==> src/rtl/tt_um_addon_if.sv <==
// Pin bundle for the hypotenuse block: two operand buses in, result and
// the unused bidirectional pin controls out.
interface tt_um_addon_if;
  logic [7:0] ui_in;
  logic [7:0] uio_in;
  logic [7:0] uo_out;
  logic [7:0] uio_out;
  logic [7:0] uio_oe;

  modport master (
    output ui_in,
    output uio_in,
    input  uo_out,
    input  uio_out,
    input  uio_oe
  );

  modport slave (
    input  ui_in,
    input  uio_in,
    output uo_out,
    output uio_out,
    output uio_oe
  );
endinterface

==> src/rtl/tt_um_addon.sv <==
// Two-stage pipeline computing R = min(255, floor(sqrt(X*X + Y*Y))) on
// 8-bit unsigned operands; one new pair accepted every cycle.
module tt_um_addon (
  input  logic          clk,
  input  logic          rst_n,
  input  logic          ena,
  tt_um_addon_if.slave  bus
);

  logic [7:0]  x_q;
  logic [7:0]  y_q;
  logic [16:0] sum_sq;
  logic [8:0]  root;
  logic [7:0]  result_d;
  logic [7:0]  result_q;
  logic        unused_ena;

  // Restoring digit-by-digit square root; the loop unrolls into nine
  // compare/subtract stages, so the root is exact and never rounded up.
  function automatic logic [8:0] isqrt(input logic [16:0] s);
    logic [17:0] s_pad;
    logic [17:0] rem;
    logic [17:0] trial;
    logic [8:0]  r;
    s_pad = {1'b0, s};
    rem   = '0;
    r     = '0;
    for (int i = 8; i >= 0; i--) begin
      rem   = {rem[15:0], s_pad[2*i +: 2]};
      trial = {7'b0, r, 2'b01};
      if (rem >= trial) begin
        rem = rem - trial;
        r   = {r[7:0], 1'b1};
      end else begin
        r   = {r[7:0], 1'b0};
      end
    end
    return r;
  endfunction

  always_ff @(posedge clk) begin
    if (rst_n) begin
      x_q <= '0;
      y_q <= '0;
    end else begin
      x_q <= bus.ui_in;
      y_q <= bus.uio_in;
    end
  end

  always_comb begin
    sum_sq   = ({9'b0, x_q} * {9'b0, x_q}) + ({9'b0, y_q} * {9'b0, y_q});
    root     = isqrt(sum_sq);
    result_d = root[8] ? 8'hFF : root[7:0];
  end

  always_ff @(posedge clk) begin
    if (rst_n) begin
      result_q <= '0;
    end else begin
      result_q <= result_d;
    end
  end

  // ena is a board-level select only and deliberately has no effect here.
  assign unused_ena  = ena;
  assign bus.uo_out  = result_q;
  assign bus.uio_out = 8'h00;
  assign bus.uio_oe  = 8'h00;

endmodule

==> src/flat_wrapper.sv <==
// flat-port wrapper written by rule: the top's interface ports become plain ports
module tt_um_addon_flat 
  (clk, rst_n, ena, bus_ui_in, bus_uio_in, bus_uo_out, bus_uio_out, bus_uio_oe);
  tt_um_addon_if bus_i ();
  input  logic clk;
  input  logic rst_n;
  input  logic ena;
  input wire logic [$bits(bus_i.ui_in)-1:0] bus_ui_in;
  input wire logic [$bits(bus_i.uio_in)-1:0] bus_uio_in;
  output wire logic [$bits(bus_i.uo_out)-1:0] bus_uo_out;
  output wire logic [$bits(bus_i.uio_out)-1:0] bus_uio_out;
  output wire logic [$bits(bus_i.uio_oe)-1:0] bus_uio_oe;
  assign bus_i.ui_in = bus_ui_in;
  assign bus_i.uio_in = bus_uio_in;
  assign bus_uo_out = bus_i.uo_out;
  assign bus_uio_out = bus_i.uio_out;
  assign bus_uio_oe = bus_i.uio_oe;
  tt_um_addon u_core (.clk(clk), .rst_n(rst_n), .ena(ena), .bus(bus_i));
endmodule
==> config.mk <==
export PLATFORM = sky130hd
export DESIGN_NAME = tt_um_addon_flat
export DESIGN_NICKNAME = d
export VERILOG_FILES = /design/src/rtl/tt_um_addon_if.sv /design/src/rtl/tt_um_addon.sv /design/src/flat_wrapper.sv
export SDC_FILE = /design/constraint.sdc
export NUM_CORES = 1
export LEC_CHECK = 0
export ABC_AREA = 1
export BUFFER_PORTS_ARGS = -buffer_cell sky130_fd_sc_hd__buf_2
export CAP_MARGIN = 20
export CORE_MARGIN = 8
export CORE_UTILIZATION = 44
export CTS_CLUSTER_SIZE = 12
export DETAILED_ROUTE_END_ITERATION = 12
export PLACE_DENSITY_LB_ADDON = 0.15
export REMOVE_ABC_BUFFERS = 1
export SLEW_MARGIN = 20
export SYNTH_ARGS = -nofsm -noshare
export SYNTH_HDL_FRONTEND = slang
export SYNTH_SLANG_ARGS = --single-unit
==> constraint.sdc <==
create_clock -name clk -period 29.3 [get_ports clk]
set_clock_uncertainty 0.2 [all_clocks]
set_input_delay 1.465 -clock clk [delete_from_list [all_inputs] [get_ports clk]]
set_output_delay 1.465 -clock clk [all_outputs]
set_load 0.005 [all_outputs]
== Yosys cells after proc, flatten, opt, wreduce, memory -nomap -nowiden ==
Cells that the tools add are included.

* Bits in latches: 0
* Output and inout port bits: 24
* Memories: 0
* Memory bits (read-only): 0
* Bits in registers: 24
* Input port bits: 19
* Logic and storage cells: 41
* RAM bits: 0

* Add/subtract/negate cells: 9
* Muxes and demuxes: 18
* Multiply operators: 2
* Bitwise logic cells: 0
* $lt $le $gt $ge: 9
* Div/mod/pow operators: 0
* Eq/ne operators: 0
* Shift operators: 0
* Reduce and logical (&&, ||, !) cells: 0

{| class="wikitable"
|+ Operators by type and width
! operator !! count
|-
| 16-bit 2-to-1 mux || 8
|-
| 8-bit by 8-bit multiplier with 16-bit output || 2
|-
| 18-bit by 10-bit >= comparator with 1-bit output || 1
|-
| 18-bit by 3-bit >= comparator with 1-bit output || 1
|-
| 18-bit by 4-bit >= comparator with 1-bit output || 1
|-
| 18-bit by 5-bit >= comparator with 1-bit output || 1
|-
| 18-bit by 6-bit >= comparator with 1-bit output || 1
|-
| 18-bit by 7-bit >= comparator with 1-bit output || 1
|-
| 18-bit by 8-bit >= comparator with 1-bit output || 1
|-
| 18-bit by 9-bit >= comparator with 1-bit output || 1
|-
| 16-bit by 16-bit adder with 17-bit output || 1
|-
| 16-bit by 3-bit subtractor with 16-bit output || 1
|-
| 16-bit by 4-bit subtractor with 16-bit output || 1
|-
| 16-bit by 5-bit subtractor with 16-bit output || 1
|-
| 16-bit by 6-bit subtractor with 16-bit output || 1
|-
| 16-bit by 7-bit subtractor with 16-bit output || 1
|-
| 16-bit by 8-bit subtractor with 16-bit output || 1
|-
| 16-bit by 9-bit subtractor with 16-bit output || 1
|-
| 1-bit 2-to-1 mux || 9
|-
| 8-bit 2-to-1 mux || 1
|-
| 1-bit by 1-bit subtractor with 2-bit output, second input constant || 1
|-
| 1-bit >= comparator, second input constant || 1
|}

== Logic depth before layout (Yosys ltp) ==
* Depth after elaboration: 21
* Depth in mapped cells: 115
* Depth with buffers taken out: 109

== Worst setup path before layout ==
Ideal clock, no wire load.

* Path type: register to register
* Start: register u_core.y_q[2]
* End: register u_core.result_q[0], in the netlist u_core.bus.uo_out[0]
* Data arrival time: 15.908 ns
* Period minus slack after synthesis: 16.236 ns
* Setup time: 0.128 ns
* Setup slack: 13.064 ns
* Stages on the path, launching flop included: 110
* Buffers on the path: 5
* Data required time: 28.972 ns
* Cell sequence: dfxtp_1 clkbuf_1 nand2_1 fa_1 inv_1 fa_1 fa_1 fa_1 fa_1 inv_1 fa_1 inv_1 ha_1 nand2_1 inv_1 nand2_1 nand2_1 nand2_1 [... 74 more ...] nand3_1 a21oi_1 nand3_2 nand2_1 nor2_1 nand2_1 nor2_2 nand2_1 o21ai_0 ha_1 a21oi_1 o21ai_0 nor2_1 nand3_1 nor2_1 nand3_1 nor2_1 nor2_1

* Cells in the longest elaborated chain, start to end: 21

{| class="wikitable"
|+ Ends and longest elaborated chain
! item !! RTL line !! source
|-
| from (decl) || tt_um_addon.sv:11 || <nowiki>logic [7:0] y_q;</nowiki>
|-
| from (signal assigned) || tt_um_addon.sv:47 || <nowiki>y_q <= bus.uio_in;</nowiki>
|-
| 8-bit by 8-bit multiplier with 16-bit output (*) || tt_um_addon.sv:52 || <nowiki>sum_sq = ({9'b0, x_q} * {9'b0, x_q}) + ({9'b0, y_q} * {9'b0, y_q});</nowiki>
|-
| 16-bit by 16-bit adder with 17-bit output (*) || tt_um_addon.sv:52 ||
|-
| 1-bit by 1-bit subtractor with 2-bit output / 1-bit >= comparator (equally long branches) || tt_um_addon.sv:32, tt_um_addon.sv:31 ||
|-
| 16-bit 2-to-1 mux / 1-bit 2-to-1 mux (equally long branches) || tt_um_addon.sv:31 || <nowiki>if (rem >= trial) begin</nowiki>
|-
| 16-bit by 3-bit subtractor with 16-bit output / 18-bit by 3-bit >= comparator with 1-bit output (equally long branches) || tt_um_addon.sv:32, tt_um_addon.sv:31 ||
|-
| 16-bit 2-to-1 mux / 1-bit 2-to-1 mux (equally long branches) || tt_um_addon.sv:31 ||
|-
| 16-bit by 4-bit subtractor with 16-bit output / 18-bit by 4-bit >= comparator with 1-bit output (equally long branches) || tt_um_addon.sv:32, tt_um_addon.sv:31 ||
|-
| 16-bit 2-to-1 mux / 1-bit 2-to-1 mux (equally long branches) || tt_um_addon.sv:31 ||
|-
| [... 5 more ...] || -- ||
|-
| 16-bit 2-to-1 mux / 1-bit 2-to-1 mux (equally long branches) || tt_um_addon.sv:31 ||
|-
| 16-bit by 8-bit subtractor with 16-bit output / 18-bit by 8-bit >= comparator with 1-bit output (equally long branches) || tt_um_addon.sv:32, tt_um_addon.sv:31 ||
|-
| 16-bit 2-to-1 mux / 1-bit 2-to-1 mux (equally long branches) || tt_um_addon.sv:31 ||
|-
| 16-bit by 9-bit subtractor with 16-bit output / 18-bit by 9-bit >= comparator with 1-bit output (equally long branches) || tt_um_addon.sv:32, tt_um_addon.sv:31 ||
|-
| 16-bit 2-to-1 mux / 1-bit 2-to-1 mux (equally long branches) || tt_um_addon.sv:31 ||
|-
| 18-bit by 10-bit >= comparator with 1-bit output || tt_um_addon.sv:31 ||
|-
| 1-bit 2-to-1 mux || tt_um_addon.sv:31 ||
|-
| 8-bit 2-to-1 mux (*) || tt_um_addon.sv:54 || <nowiki>result_d = root[8] ? 8'hFF : root[7:0];</nowiki>
|-
| to (signal assigned) || tt_um_addon.sv:61 || <nowiki>result_q <= result_d;</nowiki>
|-
| to (decl) || tt_um_addon.sv:15 || <nowiki>logic [7:0] result_q;</nowiki>
|}

Every way passes the cells marked *; elsewhere a longest branch is shown, timed or not.
A chain may end at the register's enable or synchronous reset.

== Worst setup path in the final report ==
* Start: register u_core.x_q[5]
* End: register u_core.result_q[0], in the netlist u_core.bus.uo_out[0]

* Cells in the longest elaborated chain, start to end: 21

{| class="wikitable"
|+ Ends and longest elaborated chain
! item !! RTL line !! source
|-
| from (decl) || tt_um_addon.sv:10 || <nowiki>logic [7:0] x_q;</nowiki>
|-
| from (signal assigned) || tt_um_addon.sv:46 || <nowiki>x_q <= bus.ui_in;</nowiki>
|-
| 8-bit by 8-bit multiplier with 16-bit output (*) || tt_um_addon.sv:52 ||
|-
| 16-bit by 16-bit adder with 17-bit output (*) || tt_um_addon.sv:52 ||
|-
| 1-bit by 1-bit subtractor with 2-bit output / 1-bit >= comparator (equally long branches) || tt_um_addon.sv:32, tt_um_addon.sv:31 ||
|-
| 16-bit 2-to-1 mux / 1-bit 2-to-1 mux (equally long branches) || tt_um_addon.sv:31 ||
|-
| 16-bit by 3-bit subtractor with 16-bit output / 18-bit by 3-bit >= comparator with 1-bit output (equally long branches) || tt_um_addon.sv:32, tt_um_addon.sv:31 ||
|-
| 16-bit 2-to-1 mux / 1-bit 2-to-1 mux (equally long branches) || tt_um_addon.sv:31 ||
|-
| 16-bit by 4-bit subtractor with 16-bit output / 18-bit by 4-bit >= comparator with 1-bit output (equally long branches) || tt_um_addon.sv:32, tt_um_addon.sv:31 ||
|-
| 16-bit 2-to-1 mux / 1-bit 2-to-1 mux (equally long branches) || tt_um_addon.sv:31 ||
|-
| [... 5 more ...] || -- ||
|-
| 16-bit 2-to-1 mux / 1-bit 2-to-1 mux (equally long branches) || tt_um_addon.sv:31 ||
|-
| 16-bit by 8-bit subtractor with 16-bit output / 18-bit by 8-bit >= comparator with 1-bit output (equally long branches) || tt_um_addon.sv:32, tt_um_addon.sv:31 ||
|-
| 16-bit 2-to-1 mux / 1-bit 2-to-1 mux (equally long branches) || tt_um_addon.sv:31 ||
|-
| 16-bit by 9-bit subtractor with 16-bit output / 18-bit by 9-bit >= comparator with 1-bit output (equally long branches) || tt_um_addon.sv:32, tt_um_addon.sv:31 ||
|-
| 16-bit 2-to-1 mux / 1-bit 2-to-1 mux (equally long branches) || tt_um_addon.sv:31 ||
|-
| 18-bit by 10-bit >= comparator with 1-bit output || tt_um_addon.sv:31 ||
|-
| 1-bit 2-to-1 mux || tt_um_addon.sv:31 ||
|-
| 8-bit 2-to-1 mux (*) || tt_um_addon.sv:54 ||
|}

Marked as above.

==> out/metrics.yaml <==
timing:
  fin_crit_sh: 0.660
  rsz0062_at_grt: "false"
  drv_slew: 0
  finalHoldViolCount: 0
  worst_pin_slew_ps: 732
  setup_violations: 0
  post-route-min-period_ps: 19340
  max_freq_mhz: 51.7
  tns_ps: 0
  slew_headroom: 0.510
placement:
  post-dp-hpwl_um: 16600
  finalWeightedCongestion: 0.884
  port_buffers: 25
global_route:
  grt_remaining_overflow: 0
  antenna_found_initial: 0
  grt_max_degree: 21
  grt_usage: 0.169
  grt_pass1_wl_um: 34300
  grt_pass1_vias: 7473
clocking:
  post_cts_buffers: 0
  h-tree-depth: 1
  cts_repair_resize_count: 0
  cts_root_buf: "clkbuf_16"
  tritoncts: "built"
  cts_sinks: 24
  numCtsBuffers: 3
  clk_path_buf_depth: 2
  clkSlewWorstSetupHoldPaths_ps: 80
  holdBufCountCts: 0
  insertion_delay_ps: 280
yosys:
  yosys.cell_types.count: 42
  synthFlopType: "dfxtp_1"
  synth-edff-count: 0
  synth_mux_area_frac: 0.00118
  ys_async_sr_fraction: 0
  synthSimpleGateAreaFrac: 0.337
  synth-compound-area-share: 0.0675
  synth_fa_ha_area_frac: 0.337
  synth_top_family_by_area: "simple AND/OR/NAND/NOR gates"
  ys_warn_count: 0
  yosysSeqAreaShare: 0.0569
  syn_area_um2: 8450
  netlist_instances: 1307
  syn_avg_cell_area_um2: 6.47
  yosys_register_bits: 24
  synth_xor_area_frac: 0.0373
finish:
  multi_input_area_um2: 6650
  nFillCells: 2032
  num_antenna_cells: 0
  regArea_um2: 480
  fin_nets: 1516
  syn_to_final_growth_pct: 4.20
  final_layout_size_suffix_gt1_frac: 0.0791
drt:
  vias: 7472
  viasPerCell: 4.83
  dr.pass1.iters: 5
  detail-route-antenna-nets: 0
  drc_errors: 0
  initialDrtViolationCount: 318
  drt-total-wl_um: 19200
  wl_per_cell_um: 12.4
critical_path:
  crit_fanout: 19
  endpoint_kind: "register"
  crit_top_cell: "nand2_1"
  cp_data_arrival_time_ps: 19280
  critPathKind: "register to register"
  cp_slowest_stage_delay_ps: 590
  worst_setup_path_start_kind: "register"
  critical-path-slowest-cell: "dfxtp_1"
  cp_data_required_time_ps: 29240
floorplan:
  num_io_pins: 43
  die_x_um: 155
  rows: 50
  dieHeight_um: 155
  design.core.area_um2: 18800
  initial_utilization: 0.450
  die_area_um2: 23900
job:
  cap_violations: 0
hold_path:
  hold_class: "register to register"
run_status:
  status: "complete, no violations"
==> flip-flops by register name (all words and copies together), names as in the netlist <==
name / cells
u_core.x_q: 8
u_core.bus.uo_out: 8
u_core.y_q: 8
==> cell usage after synthesis (2+ instances only) <==
master | number | area share
nor2_2 | 7 | 0.0052
buf_2 | 2 | 0.0012
nand2_2 | 23 | 0.017
clkbuf_1 | 16 | 0.0071
nor3_1 | 4 | 0.0024
xor2_1 | 23 | 0.024
nor2_4 | 10 | 0.013
inv_2 | 7 | 0.0031
inv_1 | 296 | 0.13
o21ai_1 | 5 | 0.0030
a31oi_1 | 2 | 0.0015
o21ai_2 | 2 | 0.0021
buf_6 | 3 | 0.0040
nor2_1 | 88 | 0.039
nand2_1 | 323 | 0.14
nand2_4 | 5 | 0.0067
clkinv_1 | 3 | 0.0013
buf_4 | 16 | 0.014
a21oi_1 | 39 | 0.023
nand4_1 | 25 | 0.019
fa_1 | 76 | 0.18
nand3_2 | 13 | 0.015
nand3_4 | 2 | 0.0041
o21ai_0 | 48 | 0.028
a211oi_1 | 3 | 0.0027
or2_2 | 3 | 0.0022
xnor2_1 | 13 | 0.013
dfxtp_1 | 24 | 0.057
ha_1 | 106 | 0.16
a21oi_2 | 2 | 0.0021
nand3b_1 | 10 | 0.0089
nand3_1 | 98 | 0.058
==> per-stage QoR <==
stage                      util  setup WS, ps  instance area [µm²]  std cells  hold WS (ps)
after floorplan               -         13440                 8280       1285           773
after global placement    0.464         10110                 8700       1544           942
after detailed placement  0.464         10030                 8700       1544           940
after CTS                 0.469          9960                 8810       1548           960
after global routing      0.469          8080                 8810       1548          1080
final                     0.469          9960                 8810       1548           937
==> worst max-delay path, delay by kind of cell (launching register included) <==
kind / cells / cell delay [ps]
AO/OA/AOI/OAI: 23 / 4760
adder cells (fa/ha/maj): 16 / 6280
buffers and inverters: 14 / 1400
flip-flops: 1 / 590
AND/OR/NAND/NOR: 42 / 5960
==> cell type report <==
cell class	count	area share
multi-input combinational	955	0.756
inverter	306	0.130
sequential	24	0.0546
tap	234	0.0332
timing repair buffer	25	0.0142
clock buffer	3	0.00853
clock inverter	1	0.00341
==> metal layers <==
layer	vias up	routed length (µm)	GRT usage
met5	-	0	0
met2	95	8920	0.297
met1	3368	9530	0.228
li1	4000	-	-
met4	0	166	0.0187
met3	9	539	0.0159
==> placed cells by master, fill, tap and decap left out, types with 5 or more instances in the layout <==
master and count:
conb_1 16, nand2_1 323, inv_1 296, ha_1 106, o21ai_0 48, nand3b_1 10, nand2_2 23, nand3_2 13
o21ai_1 5, nand3_1 98, xnor2_1 13, nand2_4 5, nor2_4 10, inv_2 7, nand4_1 25, buf_2 25
nor2_2 7, nor2_1 88, a21oi_1 39, xor2_1 23, dfxtp_1 24, fa_1 76
==> logic make-up (layout without fill, tap and decap cells) <==
kind of cell,after synthesis,count (layout)
AOI/OAI and AO/OA,106,106
adders and majority gates,182,182
other,1,16
DFF,24,24
xor gates and xnor gates,36,36
and+or+nand+nor,614,614
buffers and inverters,343,335
muxes,1,1
==> final timing paths <==
kind	endpoint	start	slack, ps	cells after the start
setup / recovery	u_core.bus.uo_out[0]	u_core.x_q[5]	9960	95
hold / removal	u_core.bus.uo_out[0]	u_core.x_q[0]	940	10
setup reg to reg	u_core.bus.uo_out[0]	u_core.x_q[5]	9960	95
hold reg to reg	u_core.bus.uo_out[0]	u_core.x_q[0]	940	10
Power is left out: the tool's default activity adds up to more than one toggle a clock period on the data nets, which glitch-free logic cannot reach.
